--- src/rtl/bram_arb_pkg.sv ---
// Shared types for the block-memory access arbiter.
package bram_arb_pkg;

    typedef logic [0:0] req_id_t;

    localparam req_id_t REQ_A = 1'b0;
    localparam req_id_t REQ_B = 1'b1;

    // Read-response tag carried one cycle alongside the registered memory read.
    typedef struct packed {
        logic    valid;
        req_id_t id;
        logic    err;
    } rsp_tag_t;

endpackage

--- src/rtl/rr_arb2.sv ---
// Two-input round-robin arbiter. The pointer names the requester that wins
// contention. After any grant, the pointer moves to the requester that was
// not granted.
module rr_arb2
    import bram_arb_pkg::*;
(
    input  logic       clk,
    input  logic       reset,
    input  logic [1:0] req,
    output logic [1:0] grant,
    output req_id_t    grant_id
);

    req_id_t ptr;

    // Pick the winner; nothing is granted while reset is held.
    always_comb begin
        grant    = '0;
        grant_id = REQ_A;
        if (!reset) begin
            if (req == 2'b11)
                grant_id = ptr;
            else if (req[1])
                grant_id = REQ_B;
            else
                grant_id = REQ_A;
            if (|req)
                grant = 2'b01 << grant_id;
        end
    end

    // Pointer always moves away from the requester just served.
    always_ff @(posedge clk) begin
        if (reset)
            ptr <= REQ_A;
        else if (|req)
            ptr <= ~grant_id;
    end

endmodule

--- src/rtl/bram_access_arbiter.sv ---
// Shares a simple dual-port block memory (1-cycle registered read,
// write every cycle) between two valid/ready requesters. Reads and writes
// are arbitrated independently. Idle write cycles are parked on PARK_ADDR.
module bram_access_arbiter
    import bram_arb_pkg::*;
#(
    parameter int unsigned            ADDR_W    = 7,
    parameter int unsigned            DATA_W    = 1,
    parameter logic [ADDR_W-1:0]      PARK_ADDR = '1
) (
    input  logic                   clk,
    input  logic                   reset,
    input  logic [1:0]             req_valid,
    input  logic [1:0]             req_we,
    input  logic [1:0][ADDR_W-1:0] req_addr,
    input  logic [1:0][DATA_W-1:0] req_wdata,
    output logic [1:0]             req_ready,
    output logic [1:0]             rsp_valid,
    output logic [DATA_W-1:0]      rsp_rdata,
    output logic [1:0]             err,
    output logic [ADDR_W-1:0]      mem_raddr,
    output logic [ADDR_W-1:0]      mem_waddr,
    output logic [DATA_W-1:0]      mem_din,
    input  logic [DATA_W-1:0]      mem_dout
);

    logic [1:0] rd_req, wr_req, rd_gnt, wr_gnt;
    req_id_t    rd_id, wr_id;
    logic       rd_any, wr_any;
    rsp_tag_t   rd_tag;
    logic [1:0] wr_err;

    assign rd_req = req_valid & ~req_we;
    assign wr_req = req_valid & req_we;

    rr_arb2 u_rd_arb (
        .clk      (clk),
        .reset    (reset),
        .req      (rd_req),
        .grant    (rd_gnt),
        .grant_id (rd_id)
    );

    rr_arb2 u_wr_arb (
        .clk      (clk),
        .reset    (reset),
        .req      (wr_req),
        .grant    (wr_gnt),
        .grant_id (wr_id)
    );

    assign rd_any = |rd_gnt;
    assign wr_any = |wr_gnt;

    // Drive memory ports from the grants; park both ports when idle or in reset.
    always_comb begin
        req_ready = rd_gnt | wr_gnt;
        mem_raddr = PARK_ADDR;
        mem_waddr = PARK_ADDR;
        mem_din   = '0;
        if (rd_any)
            mem_raddr = req_addr[rd_id];
        if (wr_any) begin
            mem_waddr = req_addr[wr_id];
            mem_din   = req_wdata[wr_id];
        end
    end

    // Tag the read for the cycle its data returns; record write errors.
    always_ff @(posedge clk) begin
        if (reset) begin
            rd_tag <= '0;
            wr_err <= '0;
        end else begin
            rd_tag.valid <= rd_any;
            rd_tag.id    <= rd_id;
            rd_tag.err   <= rd_any && (req_addr[rd_id] == PARK_ADDR);
            wr_err       <= (wr_any && (req_addr[wr_id] == PARK_ADDR)) ? wr_gnt : 2'b00;
        end
    end

    // Route the response. Gating with reset means a read granted just before
    // reset rises never reaches the requester.
    always_comb begin
        rsp_valid = '0;
        rsp_rdata = '0;
        err       = '0;
        if (!reset) begin
            err = wr_err;
            if (rd_tag.valid) begin
                rsp_valid[rd_tag.id] = 1'b1;
                err[rd_tag.id]       = err[rd_tag.id] | rd_tag.err;
                if (!rd_tag.err)
                    rsp_rdata = mem_dout;
            end
        end
    end

endmodule

--- config.mk ---
export PLATFORM = sky130hd
export DESIGN_NAME = bram_access_arbiter
export DESIGN_NICKNAME = d
export VERILOG_FILES = /design/src/rtl/bram_arb_pkg.sv /design/src/rtl/rr_arb2.sv /design/src/rtl/bram_access_arbiter.sv
export SDC_FILE = /design/constraint.sdc
export NUM_CORES = 1
export LEC_CHECK = 0
export ABC_AREA = 1
export BUFFER_PORTS_ARGS = -buffer_cell sky130_fd_sc_hd__buf_4
export CELL_PAD_IN_SITES_DETAIL_PLACEMENT = 0
export CELL_PAD_IN_SITES_GLOBAL_PLACEMENT = 1
export CORE_UTILIZATION = 30
export CTS_BUF_LIST = sky130_fd_sc_hd__clkbuf_2 sky130_fd_sc_hd__clkbuf_4 sky130_fd_sc_hd__clkbuf_8
export CTS_CLUSTER_DIAMETER = 50
export DETAILED_ROUTE_END_ITERATION = 10
export GPL_TIMING_DRIVEN = 0
export PLACE_DENSITY_LB_ADDON = 0.1
export SYNTH_ARGS = -nofsm -noshare
export SYNTH_HDL_FRONTEND = slang
export SYNTH_SLANG_ARGS = --single-unit
--- constraint.sdc ---
create_clock -name clk -period 1.6 [get_ports clk]
set_input_delay 0.16 -clock clk [delete_from_list [all_inputs] [get_ports clk]]
set_output_delay 0.16 -clock clk [all_outputs]
set_load 0.1 [all_outputs]
# Yosys cells after proc, flatten, opt, wreduce, memory -nomap -nowiden
# Cells that the tools add are included.
dict set report op_classes {
  order_cmp 4
  eq_ne 4
  shift 2
  mux 33
  bitwise 8
  n_reduce_logical 8
}
# operator n
set ops {}
lappend ops {{7-bit two-way mux} 6}
lappend ops {{1-bit two-way mux} 17}
lappend ops {{2-bit two-way mux} 8}
lappend ops {{7-bit equality test (second input constant)} 2}
lappend ops {{2-bit OR reduction} 5}
lappend ops {{1-bit by 2-bit less-than comparator with 1-bit output (second input constant)} 3}
lappend ops {{2-bit bitwise AND} 2}
lappend ops {{2-bit equality test (second input constant)} 2}
lappend ops {{1-bit by 1-bit << shifter with 2-bit output (first input constant)} 2}
lappend ops {{1-bit logical AND} 3}
lappend ops {{1-bit NOT} 3}
lappend ops {{2-bit bitwise mux} 1}
lappend ops {{2-bit NOT} 1}
lappend ops {{2-bit bitwise OR} 1}
lappend ops {{1-bit demux with 1-bit select} 1}
lappend ops {{1-bit >= comparator (second input constant)} 1}
lappend ops {{1-bit bitwise OR} 1}
dict set report totals {
  ff_bits 7
  in_bits 23
  word_cells 65
}

# Depth between registers and ports, before layout
dict set report logic_depth {
  depth_word 11
  mapped_depth 10
  ltp_nobuf 9
}

# Cells and area by module
# A second synthesis with hierarchy kept.
dict set report unflattened {
  cells_unflattened 135
  area_unflattened_um2 694.4
}
# mod n_inst cells_each area_each_um2
set by_module_without_submodules {}
lappend by_module_without_submodules {bram_access_arbiter 1 111 566.8}
lappend by_module_without_submodules {rr_arb2 2 12 63.8}

# Least setup slack after synthesis
# No wires, ideal clock.
dict set report synth_timing {
  path_type {input-to-output}
  startpoint {in reset}
  endpoint {out err[0]}
  arrival_ns 2.633
  required_ns 1.440
  slack_ns -1.193
  stages 5
  n_path_buf 1
  path_cell_list {inv_2 > buf_6 > nand2_1 > nor2_1 > a22o_1}
}
dict set report synth_via {
  elab_chain_len 1
}
# item line
set synth_rtl {}
lappend synth_rtl {{start, declared} bram_access_arbiter.sv:12} ;# input logic reset,
lappend synth_rtl {{2-bit two-way mux} bram_access_arbiter.sv:88} ;# if (!reset) begin
lappend synth_rtl {{end, declared} bram_access_arbiter.sv:20} ;# output logic [1:0] err,
# Every way passes these cells.

# Final worst setup path
dict set report layout_timing {
  startpoint {reg u_rd_arb.ptr}
  endpoint {out mem_raddr[4]}
}
dict set report layout_via {
  elab_chain_len 7
  elab_cells_between_ends 10
  cone_classes {shift (1); mux (8); reduce/logical (1)}
}
# item line
set layout_rtl {}
lappend layout_rtl {{start, declared} rr_arb2.sv:14} ;# req_id_t ptr;
lappend layout_rtl {{start signal, assigned} rr_arb2.sv:37} ;# ptr <= ~grant_id;
lappend layout_rtl {{1-bit two-way mux (*)} rr_arb2.sv:21} ;# if (req == 2'b11)
lappend layout_rtl {{1-bit two-way mux (*)} rr_arb2.sv:20} ;# if (!reset) begin
lappend layout_rtl {{1-bit by 1-bit << shifter with 2-bit output} rr_arb2.sv:28} ;# grant = 2'b01 << grant_id;
lappend layout_rtl {{2-bit two-way mux} rr_arb2.sv:27} ;# if (|req)
lappend layout_rtl {{2-bit two-way mux} rr_arb2.sv:20}
lappend layout_rtl {{2-bit OR reduction} bram_access_arbiter.sv:52} ;# assign rd_any = |rd_gnt;
lappend layout_rtl {{7-bit two-way mux (*)} bram_access_arbiter.sv:61} ;# if (rd_any)
lappend layout_rtl {{end, declared} bram_access_arbiter.sv:21} ;# output logic [ADDR_W-1:0] mem_raddr,
# Every way passes the cells marked *; elsewhere a longest branch is shown, timed or not. The select of a mux whose other input is x is not followed.

==> metrics.txt <==
detailed-route via count approximately 1,000; area added between synthesis and finish 100.7%; clock period minus final worst setup slack 1.538 ns; length of the first detailed-routing pass in iterations 4; Placer Congestion ~0.76; Worst-Skew Late Latency about 0.25 ns; setup slack on the worst flop-to-flop path roughly 0.35 ns; clock edge transition at the registers on the reported setup and hold paths 0.06 ns; number of register bits inferred by synthesis 7; ratio of final minimum period to clock period a little over nine tenths; most frequent cells after synthesis sky130_fd_sc_hd__nand2_1, sky130_fd_sc_hd__inv_1, sky130_fd_sc_hd__nor2_1; Clock Path Buffers 2; Post-Syn Nets between 100 and 150; logic gate share of total power 58.4%; Die ar. roughly 0.0026 mm2; Post-Place Worst Slack about 0.00017 ns; CTS Sinks 7; finished layout cell area between 0.001 and 0.0015 mm2; number of nets with antenna violations after detailed routing 0; biggest fanout along the worst timing path 8; core footprint 0.002255 mm2; async set-or-reset flop fraction in the synthesized netlist 0%; startpoint of the worst register-to-register path u_wr_arb.ptr; CTS tree built; library cells used by synthesis 22; Sw Share a little under half; DRC Markers 0; PD cells 592.2 mW/mm2; Placed Instance Area 0.001145 mm2; Psw between 400 and 500 uW; floorplan die height just over 50 um; endpoint of the most critical setup path mem_raddr[4]; Final Slew Violations 0; classification of the worst-slack hold path primary input to register; setup TNS 0 ns; worst setup path category register to output pin; top cell type by total area after synthesis sky130_fd_sc_hd__nand2_1; footprint of the multi-input gates 640.6 um2; hold_ws 0.1590 ns; Tightest Pin Transition approximately 0.37 ns; internal cell power around 460 uW; width of the chip approximately 51 um; number of max-capacitance violations reported 0; ports placed on the boundary 45; clock share of power about a fifth; number of antenna repair diodes 0; worst flop-to-flop path endpoint wr_err[0]; proportion of layout cells with a drive suffix above 1 between 50% and 60%; most frequently used cell type in the post-synthesis netlist sky130_fd_sc_hd__nand2_1; area of the mapped netlist 728.2 um2; share of the yosys chip area belonging to registers about a fifth; cell types occupying the most area after synthesis sky130_fd_sc_hd__nand2_1, sky130_fd_sc_hd__dfxtp_1, sky130_fd_sc_hd__inv_1; count of flip-flops with a built-in enable after synthesis 0; Detail Placement HPWL around 1.7 mm; Net count, final around 200; filler cell count about 200; final count of hold timing violations 0; count of placed standard cells including taps a little under 200; WL final 2.499 mm; Worst setup SP type register; Initial Utilization around 32%; iteration-0 DRC count of the detailed router 18; worst setup path start u_rd_arb.ptr; capturing element type of the critical path output pin; Max-slew headroom about 75%; wire length of the first global-routing pass 3.829 mm; maximum resistive drop on vdd about 0.43 mV; fraction of synthesized cell area taken by the top area cell type 22.16%; most frequently used flop master after synthesis sky130_fd_sc_hd__dfxtp_1; Syn Inst Count around 120; Max H-tree Level 1; Global Route Usage Sum approximately 19%; Port Buf Inserts 44; Register Area around 140 um2; outcome complete, no violations; YS warnings 0; Lkg Pwr roughly 0.00071 uW; post-route worst setup slack slightly above 0.06 ns; upper clock frequency limit approximately 650 MHz; depth of the worst register-to-register path 9; fraction of power consumed by sequential logic 21.3%; clk_skew 0.008140 ns; Rows 17; initial antenna violation count 0; final non-filler cell total roughly 200; Congestion Overflow GR 0; Worst Path Required about 1.4 ns; Wirelength per Cell ~12 um; Post-Syn Area per Cell between 6 and 7 um2; master cell of the clock root buffer sky130_fd_sc_hd__clkbuf_4; Worst Path Arrival about 1.4 ns; total CTS buffers 3; pin count of the biggest net entering global routing 11; via-per-instance ratio around 4.9; vias in the first global route between 900 and 1,000; total of hold buffers inserted after clock tree synthesis 0; source of the worst hold timing path reset; endpoints failing setup 0
worst max-delay path, stage by stage (launching register included):
cell,delay (ns)
sky130_fd_sc_hd__dfxtp_1,0.32
sky130_fd_sc_hd__inv_2,0.06
sky130_fd_sc_hd__o21ai_4,0.17
sky130_fd_sc_hd__nor2_1,0.09
sky130_fd_sc_hd__nor2_4,0.14
sky130_fd_sc_hd__inv_4,0.08
sky130_fd_sc_hd__nand2_2,0.09
sky130_fd_sc_hd__buf_12,0.17
what timing repair did:
item | 4_1_cts | 5_1_grt
endpoints found under the setup margin | 15 | 17
gates cloned | 0 | 2
setup buffers | 1 | 1
resized for setup | 40 | 30
pin swaps | 1 | 6
power by group through the flow:
| stage | clock (uW) | combinational, uW | sequential [uW] |
|---|---|---|---|
| 2_1_floorplan | 0 | 302 | 187 |
| 3_3_place_gp | 0 | 414 | 188 |
| 3_5_place_dp | 0 | 416 | 187 |
| 4_1_cts | 178 | 463 | 184 |
| 5_1_grt | 187 | 532 | 186 |
| 6_report | 175 | 505 | 185 |
worst min-delay path by stage:
stage                   endpoint  slack (ns)  cells after the start
finish              u_wr_arb.ptr        0.16                      2
CTS                 u_wr_arb.ptr        0.16                      2
global placement    u_wr_arb.ptr        0.42                      2
detailed placement  u_wr_arb.ptr        0.42                      2
global route        u_wr_arb.ptr        0.16                      2
floorplan           u_wr_arb.ptr        0.23                      1
cell type report:
class,instances,share of cell area (%)
flip-flops and latches,7,9.589
plain buffers,2,2.140
inverters,18,4.795
repair buffers,46,35.19
multi-input cells,96,43.84
well taps,28,2.397
clock buffers,4,2.055
per-stage QoR:
stage / power (uW) / utilization [%]
2_1_floorplan: 489.6 / -
3_3_place_gp: 601.7 / 50.78
3_5_place_dp: 603.4 / 50.78
4_1_cts: 825.1 / 58.88
5_1_grt: 904.5 / 64.82
6_report: 865.5 / 64.82
routing by layer:
layer	part of all wire (%)	wire [um]	global-route usage (%)
met5	0	0	0
met4	0.24	6	4.054
met3	4.2	104	2.083
met2	52	1297	34.65
met1	44	1089	24.56
registers in the layout (all words and copies together), names as in the netlist:
name / flops
rd_tag: 3
u_rd_arb.ptr: 1
u_wr_arb.ptr: 1
wr_err: 2
logic make-up (layout without fill, tap and decap cells):
logic type,Yosys count,count (layout),share of synthesized area (%)
buffers and inverters,20,70,13.57
DFF,7,7,19.24
AOI/OAI and AO/OA,16,16,15.12
and+or+nand+nor,78,80,52.06
cells in the final DEF, fill, tap and decap left out, types with 2 or more instances in the layout:
master,n
sky130_fd_sc_hd__a21oi_1,2
sky130_fd_sc_hd__a21oi_4,2
sky130_fd_sc_hd__inv_1,12
sky130_fd_sc_hd__nand3_1,3
sky130_fd_sc_hd__nand2_2,13
sky130_fd_sc_hd__nor2_2,2
sky130_fd_sc_hd__nand2_1,32
sky130_fd_sc_hd__o21ai_1,2
sky130_fd_sc_hd__nor2_4,3
sky130_fd_sc_hd__buf_6,4
sky130_fd_sc_hd__dfxtp_1,7
sky130_fd_sc_hd__clkbuf_4,4
sky130_fd_sc_hd__buf_12,13
sky130_fd_sc_hd__nor2_1,10
sky130_fd_sc_hd__nand3_4,3
sky130_fd_sc_hd__inv_2,5
sky130_fd_sc_hd__o21ai_2,7
sky130_fd_sc_hd__nand3_2,5
sky130_fd_sc_hd__buf_4,30
sky130_fd_sc_hd__nand4_1,6
No activity file was read; power rests on OpenSTA's default activity.
